**config.mk**
```make
export PLATFORM = sky130hd
export DESIGN_NAME = idct_block_writer
export DESIGN_NICKNAME = d
export VERILOG_FILES = /design/src/rtl/idct_block_writer_pkg.sv /design/src/rtl/idct_block_writer_pixel_round_sat.sv /design/src/rtl/idct_block_writer.sv
export SDC_FILE = /design/constraint.sdc
export NUM_CORES = 1
export LEC_CHECK = 0
export CORE_AREA = 2 2 458 460
export CTS_BUF_LIST = sky130_fd_sc_hd__clkbuf_16
export DETAILED_ROUTE_END_ITERATION = 12
export DIE_AREA = 0 0 460 462
export MAX_ROUTING_LAYER = met4
export SETUP_SLACK_MARGIN = 0.02
export SKIP_CTS_REPAIR_TIMING = 1
export SYNTH_ARGS = -nofsm -noshare
export SYNTH_HDL_FRONTEND = slang
export SYNTH_SLANG_ARGS = --single-unit
```
**constraint.sdc**
```tcl
create_clock -name clk -period 6.05 [get_ports clk]
set_clock_uncertainty 0.2 [all_clocks]
set_input_delay 1.21 -clock clk [delete_from_list [all_inputs] [get_ports clk]]
set_output_delay 1.21 -clock clk [all_outputs]
set_load 0.005 [all_outputs]
```
**src/rtl/idct_block_writer_pkg.sv**
```systemverilog
// Shared constants and FSM encoding for the IDCT output block writer.
package idct_block_writer_pkg;

  localparam int IMG_W     = 64;
  localparam int IMG_H     = 64;
  localparam int DW        = 64;
  localparam int FRAC      = 24;
  localparam int PIX_W     = 12;
  localparam int ADDR_W    = 15;
  localparam int ADDR_BASE = 2;

  typedef enum logic [1:0] {
    ST_IDLE = 2'd0,
    ST_RUN  = 2'd1,
    ST_DONE = 2'd2
  } state_t;

endpackage

```
**src/rtl/idct_block_writer_pixel_round_sat.sv**
```systemverilog
// Round-half-up of a signed fixed-point sample to an unsigned pixel, with
// clamping to [0, 2^PIX_W-1]. Purely combinational.
module pixel_round_sat #(
  parameter int DW    = 64,
  parameter int FRAC  = 24,
  parameter int PIX_W = 12
) (
  input  logic [DW-1:0]    i_data,
  output logic [PIX_W-1:0] o_pix,
  output logic             o_clip
);

  // One extra bit of headroom so adding the half-LSB can never wrap.
  localparam logic signed [DW:0] C_HALF = (DW+1)'(1) << (FRAC-1);
  localparam logic signed [DW:0] C_MAX  = {{(DW+1-PIX_W){1'b0}}, {PIX_W{1'b1}}};

  logic signed [DW:0] w_sum;
  logic signed [DW:0] w_shr;

  assign w_sum = $signed({i_data[DW-1], i_data}) + C_HALF;
  assign w_shr = w_sum >>> FRAC;

  // Clamp the rounded value into the pixel range and flag any clip.
  always_comb begin
    o_pix  = w_shr[PIX_W-1:0];
    o_clip = 1'b0;
    if (w_shr[DW]) begin
      o_pix  = '0;
      o_clip = 1'b1;
    end else if (w_shr > C_MAX) begin
      o_pix  = {PIX_W{1'b1}};
      o_clip = 1'b1;
    end
  end

endmodule

```
**src/rtl/idct_block_writer.sv**
```systemverilog
// Output end of the IDCT chain: rounds/saturates samples, transposes each 8x8
// block through a ping-pong buffer and writes it in the loader's stripe layout.
//
// state   | meaning
// --------+----------------------------------------------------------
// ST_IDLE | waiting for start; no samples accepted
// ST_RUN  | frame in progress: filling and draining the two banks
// ST_DONE | one cycle after the last write of the frame (frame_done)
module idct_block_writer #(
  parameter int IMG_W     = idct_block_writer_pkg::IMG_W,
  parameter int IMG_H     = idct_block_writer_pkg::IMG_H,
  parameter int DW        = idct_block_writer_pkg::DW,
  parameter int FRAC      = idct_block_writer_pkg::FRAC,
  parameter int PIX_W     = idct_block_writer_pkg::PIX_W,
  parameter int ADDR_W    = idct_block_writer_pkg::ADDR_W,
  parameter int ADDR_BASE = idct_block_writer_pkg::ADDR_BASE
) (
  input  logic              clk,
  input  logic              rst_n,
  input  logic              start,
  input  logic              in_valid,
  output logic              in_ready,
  input  logic [DW-1:0]     in_data,
  output logic              wea,
  output logic [ADDR_W-1:0] addra,
  output logic [PIX_W-1:0]  dina,
  output logic              busy,
  output logic              frame_done,
  output logic              sat_flag
);

  import idct_block_writer_pkg::*;

  localparam int NB    = IMG_W * IMG_H / 64;
  localparam int BLK_W = (NB > 1) ? $clog2(NB) : 1;

  state_t r_state, w_state_nxt;

  logic [PIX_W-1:0]  r_bank [0:127];
  logic [1:0]        r_full;
  logic              r_wbank;
  logic              r_rbank;
  logic [5:0]        r_k;
  logic [5:0]        r_m;
  logic [BLK_W-1:0]  r_blk;
  logic              r_wea;
  logic [ADDR_W-1:0] r_addra;
  logic [PIX_W-1:0]  r_dina;
  logic              r_sat;
  logic              r_last;

  logic              w_start;
  logic              w_accept;
  logic              w_rd;
  logic [PIX_W-1:0]  w_pix;
  logic              w_clip;
  logic [1:0]        w_set;
  logic [1:0]        w_clr;
  logic [6:0]        w_rd_idx;
  logic [ADDR_W-1:0] w_addr;

  pixel_round_sat #(
    .DW    (DW),
    .FRAC  (FRAC),
    .PIX_W (PIX_W)
  ) u_round (
    .i_data (in_data),
    .o_pix  (w_pix),
    .o_clip (w_clip)
  );

  assign w_start  = (r_state == ST_IDLE) && start;
  assign w_accept = (r_state == ST_RUN) && in_valid && !r_full[r_wbank];
  assign w_rd     = (r_state == ST_RUN) && r_full[r_rbank];

  // Buffer is stored row-major; reading with row/col swapped gives the transpose.
  assign w_rd_idx = {r_rbank, r_m[2:0], r_m[5:3]};
  assign w_addr   = ADDR_W'(ADDR_BASE) + ADDR_W'({r_blk, r_m});

  // A bank is never set and cleared together, so the two masks can be merged freely.
  assign w_set = (w_accept && (r_k == 6'd63)) ? (2'b01 << r_wbank) : 2'b00;
  assign w_clr = (w_rd && (r_m == 6'd63))     ? (2'b01 << r_rbank) : 2'b00;

  // State register.
  always_ff @(posedge clk or negedge rst_n) begin
    if (!rst_n) r_state <= ST_IDLE;
    else        r_state <= w_state_nxt;
  end

  // Next-state logic; r_last marks the cycle the final write is on the port.
  always_comb begin
    w_state_nxt = r_state;
    case (r_state)
      ST_IDLE: if (start)  w_state_nxt = ST_RUN;
      ST_RUN:  if (r_last) w_state_nxt = ST_DONE;
      ST_DONE: w_state_nxt = ST_IDLE;
      default: w_state_nxt = ST_IDLE;
    endcase
  end

  // Ping-pong sample storage, written with already rounded pixels.
  always_ff @(posedge clk) begin
    if (w_accept) r_bank[{r_wbank, r_k}] <= w_pix;
  end

  // Fill/drain counters, bank pointers, full flags and sticky saturation.
  always_ff @(posedge clk or negedge rst_n) begin
    if (!rst_n) begin
      r_k     <= '0;
      r_m     <= '0;
      r_blk   <= '0;
      r_wbank <= 1'b0;
      r_rbank <= 1'b0;
      r_full  <= '0;
      r_sat   <= 1'b0;
    end else if (w_start) begin
      r_k     <= '0;
      r_m     <= '0;
      r_blk   <= '0;
      r_wbank <= 1'b0;
      r_rbank <= 1'b0;
      r_full  <= '0;
      r_sat   <= 1'b0;
    end else begin
      r_full <= (r_full | w_set) & ~w_clr;
      if (w_accept) begin
        r_k <= r_k + 6'd1;
        if (w_clip)        r_sat   <= 1'b1;
        if (r_k == 6'd63)  r_wbank <= ~r_wbank;
      end
      if (w_rd) begin
        r_m <= r_m + 6'd1;
        if (r_m == 6'd63) begin
          r_rbank <= ~r_rbank;
          r_blk   <= r_blk + 1'b1;
        end
      end
    end
  end

  // Registered memory write port.
  always_ff @(posedge clk or negedge rst_n) begin
    if (!rst_n) begin
      r_wea   <= 1'b0;
      r_addra <= '0;
      r_dina  <= '0;
      r_last  <= 1'b0;
    end else begin
      r_wea  <= w_rd;
      r_last <= w_rd && (r_m == 6'd63) && (r_blk == BLK_W'(NB - 1));
      if (w_rd) begin
        r_addra <= w_addr;
        r_dina  <= r_bank[w_rd_idx];
      end
    end
  end

  assign in_ready   = (r_state == ST_RUN) && !r_full[r_wbank];
  assign wea        = r_wea;
  assign addra      = r_addra;
  assign dina       = r_dina;
  assign busy       = (r_state == ST_RUN);
  assign frame_done = (r_state == ST_DONE);
  assign sat_flag   = r_sat;

endmodule

```
==> flow_results.org <==
** STA
- The final number of hold-violating endpoints came to 0.
- The final number of max-transition violations came to 0.
- Tightest slew margin relative to the limit :: 0.218
- Final worst setup slack :: roughly 1.2 ns
- At the pin with the least slew margin, the transition time is roughly 1.2 ns.
- Part of the cycle the worst path needs :: 0.808
- Hold is met by roughly 0.26 ns.
- Fmax achieved :: 204 MHz
- Counting I/O delays and the setup requirement, the final critical path takes approximately 4.9 ns.
- Setup repair after global routing left no endpoint under its margin.
- Setup violation total in the final timing report :: 0

** Drt
- The detailed router placed between 20000 and 30000 vias in this run.
- Drt total wl :: approximately 150000 um
- In the final routing, the length of wire on met1 measures around 65000 um.
- The detailed router finished its first iteration with between 3000 and 4000 violations.
- Number of remaining DRC errors :: 0
- Count of nets left with antenna violations after detail routing :: 0
- Via/cell ratio :: roughly 5
- Top metal layer carrying routed signals :: met4
- The first detailed-routing pass ran for 8 iterations.
- After detailed routing, the met3 layer carries 9430 um of wire.
- Routed met2 length :: just over 70000 um
- Dividing the detail-routed wire length by the instance count gives ~25 um.

** Global routing
- The first global-routing pass estimated ~220000 um of wire.
- Pin count of the biggest net entering global routing :: around 130
- GR Overflow Total :: 0
- Number of antenna violations at the first check in global routing :: 0
- Via count of the first global-routing pass :: roughly 30000
- In the global route stage, overall resource usage came out at 0.144.

** Clocking
- Buffer cell driving the clock tree root :: clkbuf_16
- TritonCTS Sinks :: roughly 1600
- In this run, CTS created clock tree buffers numbering roughly 160.
- Level count of the clock H-tree :: 4
- Insertion delay of the later-clocked pin in the worst-skew pair :: around 0.8 ns
- Worst-path clk slew :: 0.06 ns
- Clock tree from TritonCTS :: yes
- No sink is reached through more buffers than the 3 on the longest clock path.

** Cells and area
- After routing the design area is about 0.073 mm^2.
- In the layout the commonest cells are 1536 x edfxtp_1, 456 x mux4_2, 178 x nor2_1.
- Most common cell after layout, fill and taps aside :: edfxtp_1
- For this run, the share of the core covered by cells in the final layout is 0.349.
- The net count of the finished layout is 3155.
- Layout overhead on the synthesized area :: 17.0%
- Of the cells placed in the final design, the portion with a size suffix greater than 1 is 0.282.

** Synth
- Post-synthesis cell type count :: 57
- The most used flip-flop cell after synthesis is edfxtp_1.
- After synthesis, the cell types taking the most area are edfxtp_1 74%, mux4_2 17%, dfrtp_1 2.1%, nor2_1 1.1%, mux2i_1 0.86%.
- Register bit total from synthesis :: around 1600
- Synthesized area :: slightly above 0.06 mm^2
- Counting every instance in the synthesized netlist gives roughly 2800.
- After synthesis, the share of flip-flops with an asynchronous set or reset is 0.0327.
- A synthesized cell averages 22.1 um^2.
- The share of synthesized area in the top cell type comes to 0.744.
- The Yosys step of the flow raised 0 warnings.
- For this run, the register share of the synthesized area comes to 0.765.
- Summed over all instances, the cell type with the most area after synthesis is edfxtp_1.
- Number of enable flip-flop cells after synthesis :: ~1500

** Critical path
- Worst setup slack for register-to-register paths :: roughly 1.8 ns
- Sum of buffers and inverters on the critical path :: 3
- Data on the critical path is required at its endpoint by 6.42 ns.
- Top Family by Delay on Critical Path :: simple AND/OR/NAND/NOR gates
- STA classifies the critical path startpoint as a primary input.
- In this run the worst path has a maximum fanout of 83.
- Traced cell by cell, the critical path runs through clkdlybuf4s50_1, nand4_4, or4_4, or3_2, xnor2_1, o22ai_1, o211ai_1, nor4_4, buf_12, a21oi_4, buf_12.
- The worst setup path is captured at a flop.
- On the worst path, the slowest cell contributes a delay of roughly 0.90 ns.
- Arrival time reported for the critical path endpoint :: 5.26 ns
- Most frequent CP cell :: buf_12
- Slowest-stage cell, CP :: a21oi_4
- The worst setup path is of the in2reg kind.

** Pwr
- Overall power consumption after layout is estimated at ~26000 uW.
- Leakage power total :: around 0.023 uW
- Power spread over the standard cell area amounts to roughly 360 mW/mm^2.
- VDD sags by at most 315 uV.

** Floorplan
- For this configuration, the core starts out at a cell density of 0.298.
- In this run the vertical extent of the chip is 462 um.
- Horizontal extent of the die :: ~460 um
- Core region area :: about 0.21 mm^2
- During I/O placement, the number of pins put on the boundary was 100.
- The floorplan step defined a die boundary enclosing between 0.2 and 0.25 mm^2.
- Row generation in the floorplan step produced roughly 170 rows.

** Job
- Across the run, the number of max-cap violations was 0.

** Placement
- GPL Wtd Cong :: roughly 0.84
- Pre-CTS setup slack :: 0.354 ns
- Input and output buffers added on the ports amount to 74.
- In this run the cell area measured after placement is just under 0.07 mm^2.
- After legalization and detailed placement, the total HPWL measured between 80000 and 90000 um.

** Outcome
- Run status :: finished, final reports clean

** Worst hold path
- Hold/Removal Path Class :: reg2reg
-- state kept, by name, summed over array words and instances, names as in the netlist --
name and count:
r_state 2, addra 13, dina 12, r_m 6, sat_flag 1, r_k 6
r_rbank 1, r_bank 1536, r_wbank 1, r_blk 6, r_full 2, r_last 1
wea 1
-- Yosys cell counts (all sizes together), types with 3 or more instances --
library cell  count
mux2              3
o22ai            27
mux4            456
dfrtp            52
mux2i            53
or4               4
nand4            20
nand2            38
nor3b             3
xnor2            18
ha                5
nor2            188
and3             11
o21ai            22
a221oi           12
a21oi            41
inv               9
o22a             12
o211ai           16
nor2b             8
nand2b            3
o31ai             4
edfxtp         1536
a31oi             5
clkbuf           90
xor2             20
nand3            32
or2               5
nor3              7
and2              3
a22oi            12
or3               7
nor4              8
buf              65
-- worst reg2reg max path, cell delays in order, from the launching register on --
cell and delay (ns):
dfrtp_1 0.67, nor2b_1 0.10, a211oi_1 0.80, nand2_1 0.23, nor2_1 0.25, nand2_1 0.53
buf_4 0.40, nor2_1 0.48, buf_4 0.32
-- path summary, 6_finish.rpt --
kind | start | endpoint | cells after the start
max | in_data[28] | r_bank[86][4] | 11
min | r_last | r_state[0] | 1
max reg2reg | r_wbank | r_bank[106][2] | 8
min reg2reg | r_last | r_state[0] | 1
max in group asynchronous | rst_n | r_m[4] | 2
min in group asynchronous | rst_n | dina[2] | 2
-- final cells by class --
class | instances | area, um^2
repair buffers | 259 | 2410
clock inverters | 132 | 1010
clock buffers | 166 | 4150
flip-flops and latches | 1588 | 47400
diodes | 1 | 2.50
multi-input cells | 1060 | 14100
fillers | 19100 | 136000
well taps | 2720 | 3400
inverters | 9 | 33.8
-- through the flow --
| step | setup TNS [ns] | cells |
|---|---|---|
| 3_3_place_gp | 0 | 5636 |
| 3_5_place_dp | 0 | 5636 |
| 6_report | 0 | 5935 |
| 5_1_grt | 0 | 5934 |
| 2_1_floorplan | -1786.19 | 2812 |
| 4_1_cts | 0 | 5934 |
-- kinds of logic (layout without fill, tap and decap cells) --
| family | after synthesis | after routing | share of synthesized area |
|---|---|---|---|
| AOI/OAI and AO/OA | 163 | 163 | 0.0174 |
| xor gates and xnor gates | 38 | 38 | 0.00537 |
| adders and majority gates | 5 | 5 | 0.00101 |
| buffers and inverters | 164 | 566 | 0.0105 |
| DFF | 1588 | 1588 | 0.765 |
| muxes | 512 | 512 | 0.175 |
| other | 1 | 3 | 0.0000605 |
| and+or+nand+nor | 340 | 340 | 0.0260 |
-- layer usage --
metal  track usage  vias to the layer above
met5             -                        -
met4        0.0435                        0
met3        0.0262                      212
met2         0.219                     1028
met1         0.197                    16100
li1              -                    12400
-- where the power goes --
part | switching [uW] | internal, uW | total, uW
combinational | 2150 | 1520 | 3670
sequential | 258 | 12300 | 12600
clock | 4150 | 5460 | 9610
total | 6560 | 19300 | 25900
Power figures use the tool's default switching activity.
==> RTL edit (same settings) <==
`DW` is set to 64 in 2 places; all go to 128.
--- a/src/rtl/idct_block_writer_pkg.sv
+++ b/src/rtl/idct_block_writer_pkg.sv
@@ -4,5 +4,5 @@
   localparam int IMG_W     = 64;
   localparam int IMG_H     = 64;
-  localparam int DW        = 64;
+  localparam int DW        = 128;
   localparam int FRAC      = 24;
   localparam int PIX_W     = 12;
--- a/src/rtl/idct_block_writer_pixel_round_sat.sv
+++ b/src/rtl/idct_block_writer_pixel_round_sat.sv
@@ -2,5 +2,5 @@
 // clamping to [0, 2^PIX_W-1]. Purely combinational.
 module pixel_round_sat #(
-  parameter int DW    = 64,
+  parameter int DW    = 128,
   parameter int FRAC  = 24,
   parameter int PIX_W = 12
Interface: changed (resized in_data); port bits go from 100 to 164. No check against the original RTL was run, so the function may have changed too.
==> RTL edit against the unedited design <==
Clock power shrank 4.6%; sequential share of layout area down 2.9 points; design area grew 4.7%; area after synthesis is 3.5% higher; non-clock buffer count grew 160; wire length rose by 10%; power up 0.23%; core utilization is 1.6 points higher; via count rose by 10%; sequential cell count stayed put; setup slack got worse by 400 ps; critical path type unchanged.
==> RTL edit: results (changes against the unedited design) <==
[global_routing]
grt_first_pass_wirelength_microns = 237000  ; +10%
grt_antenna_before_repair = 9  ; +9
grt_max_degree = 99  ; -23%
overall_routing_resource_usage_pct = 15.8  ; +1.4 points

[worst_setup_path]
arrival_ps = 5580  ; +320 ps
r2r_cells = 6  ; -2
worstReg2RegStart = r_m[3]
max_stage_delay_ps = 590  ; -310 ps
crit_path_top_delay_cell = sky130_fd_sc_hd__clkdlybuf4s50_1
reg2reg_setup_slack_ps = 1850  ; +80 ps
cp_max_fo = 52  ; -37%
critical_path.reg2reg.endpoint = dina[8]

[power_and_ir_drop]
max-vdd-ir-drop_mv = 0.274  ; -13%
powerSeq_mw = 12.6  ; about the same
clkPwrFrac_pct = 35.3  ; -1.8 points
cell_leakage_power_nw = 23.7  ; +4.3%
switchingPower_mw = 6.67  ; +1.7%
power_switching_share_pct = 25.7  ; +0.36 points

[place]
placedCellCount = 6081  ; +7.9%
gpl.final_weighted_congestion = 0.872  ; +4.3%
io_buffers = 138  ; +86%
preCtsSetupSlack_ps = 66.0  ; -288 ps
post-dp-hpwl_microns = 104000  ; +19%

[synth]
synth_enable_flop_cells = 1536  ; unchanged
ys_types = 65  ; +14%
synthArstFlopShare_pct = 3.27  ; unchanged
yosys-top-cells-area = sky130_fd_sc_hd__edfxtp_1 (72%), sky130_fd_sc_hd__mux4_2 (18%), sky130_fd_sc_hd__dfrtp_1 (2.0%)
synthesis.area_per_instance_sq_um = 20.8  ; -5.9%
ys_warn_count = 0  ; unchanged
synthTopCellsByCount = sky130_fd_sc_hd__edfxtp_1 (1536), sky130_fd_sc_hd__mux4_2 (504), sky130_fd_sc_hd__nor2_1 (231)
yosysSeqAreaShare_pct = 73.9  ; -2.6 points

[routing]
firstDrtPassIters = 7  ; -1
postRouteAntennaNets = 0  ; unchanged
drtIter0Drc = 3508  ; +16%
route.detailed.vias_per_inst = 5.15  ; +2.7%
via_count = 32800  ; +10%
routed_wire_length_per_instance_microns = 25.8  ; +2.9%

[worst_hold_path]
worst_hold_path_type = flop to flop
timing.hold.worst.start = r_last
hold_end = r_state[0]
worst_hold_path.num_cells = 1  ; unchanged

[clock_network]
clock_latency_ps = 780  ; -20 ps
cts.reportedPaths.clkPinSlew_ps = 60  ; about the same
cts_root_buf = sky130_fd_sc_hd__clkbuf_16
cts_made_buffers = 149  ; -9.1%
h_tree_levels = 4  ; unchanged
cts.path.max_buffers = 3  ; unchanged

[outcome]
status = finished, final reports clean

[timing]
slew-limit-headroom_pct = 13.8  ; -8.0 points
fin_crit_share_pct = 87.4  ; +6.6 points
fin_hold_ws_ps = 249  ; -12.0 ps

[cells_and_area]
design.final.nets = 3649  ; +16%
post_route_cells_drive_above_1_share_pct = 28.6  ; +0.36 points
fillers = 19000  ; -0.81%
largest_register_ff_count = 1536  ; unchanged
registers.top_by_ff_count = r_bank

[RTL edit: area by class of cell]
type	instances	area (sq um)	area share [%]
repair buffers	419	3990	5.25
inverters	24	90.1	0.119
diodes	5	12.5	0.0165
multi-input cells	1330	16200	21.4
well taps	2720	3400	4.48
clock inverters	123	987	1.30
flip-flops and latches	1588	47400	62.5
clock buffers	152	3800	5.01
[RTL edit: cells by family after synthesis]
| logic type | Yosys count | share of synthesized area, % |
|---|---|---|
| AOI/OAI and AO/OA | 107 | 1.06 |
| buffers and inverters | 176 | 1.06 |
| and+or+nand+nor | 611 | 4.76 |
| DFF | 1588 | 73.9 |
| xor gates and xnor gates | 74 | 1.01 |
| other | 1 | 0.00584 |
| muxes | 531 | 18.1 |
| adders and majority gates | 5 | 0.0975 |
[RTL edit: through the flow]
stage	utilization (%)	cell area, sq um
detailed placement	34.2	71200
global route	36.5	76000
CTS	36.5	75900
floorplan	-	64200
global placement	34.2	71200
finish	36.5	76000
[RTL edit: worst max path at each step]
| stage | from | depth (start not counted) | end |
|---|---|---|---|
| final | in_data[45] | 15 | r_bank[122][9] |
| after global routing | in_data[23] | 15 | r_bank[96][9] |
| after CTS | in_data[45] | 15 | r_bank[122][9] |
| after detailed placement | in_data[23] | 18 | r_bank[27][9] |
| after global placement | in_data[23] | 18 | r_bank[24][9] |
| after floorplan | in_data[23] | 13 | r_bank[0][10] |
[RTL edit: metal layers]
| layer | routed length (microns) | share of wire (%) | global-route usage, % |
|---|---|---|---|
| met1 | 68000 | 41 | 20.6 |
| met2 | 81400 | 50 | 25.6 |
| met3 | 9380 | 5.7 | 2.10 |
| met4 | 5460 | 3.3 | 5.50 |
| met5 | 0 | 0 | - |
[RTL edit: critical path, delay by kind of cell]
family          cells  cell delay, ps
simple gates        8            2170
buf+inv             5            1520
compound gates      2             610
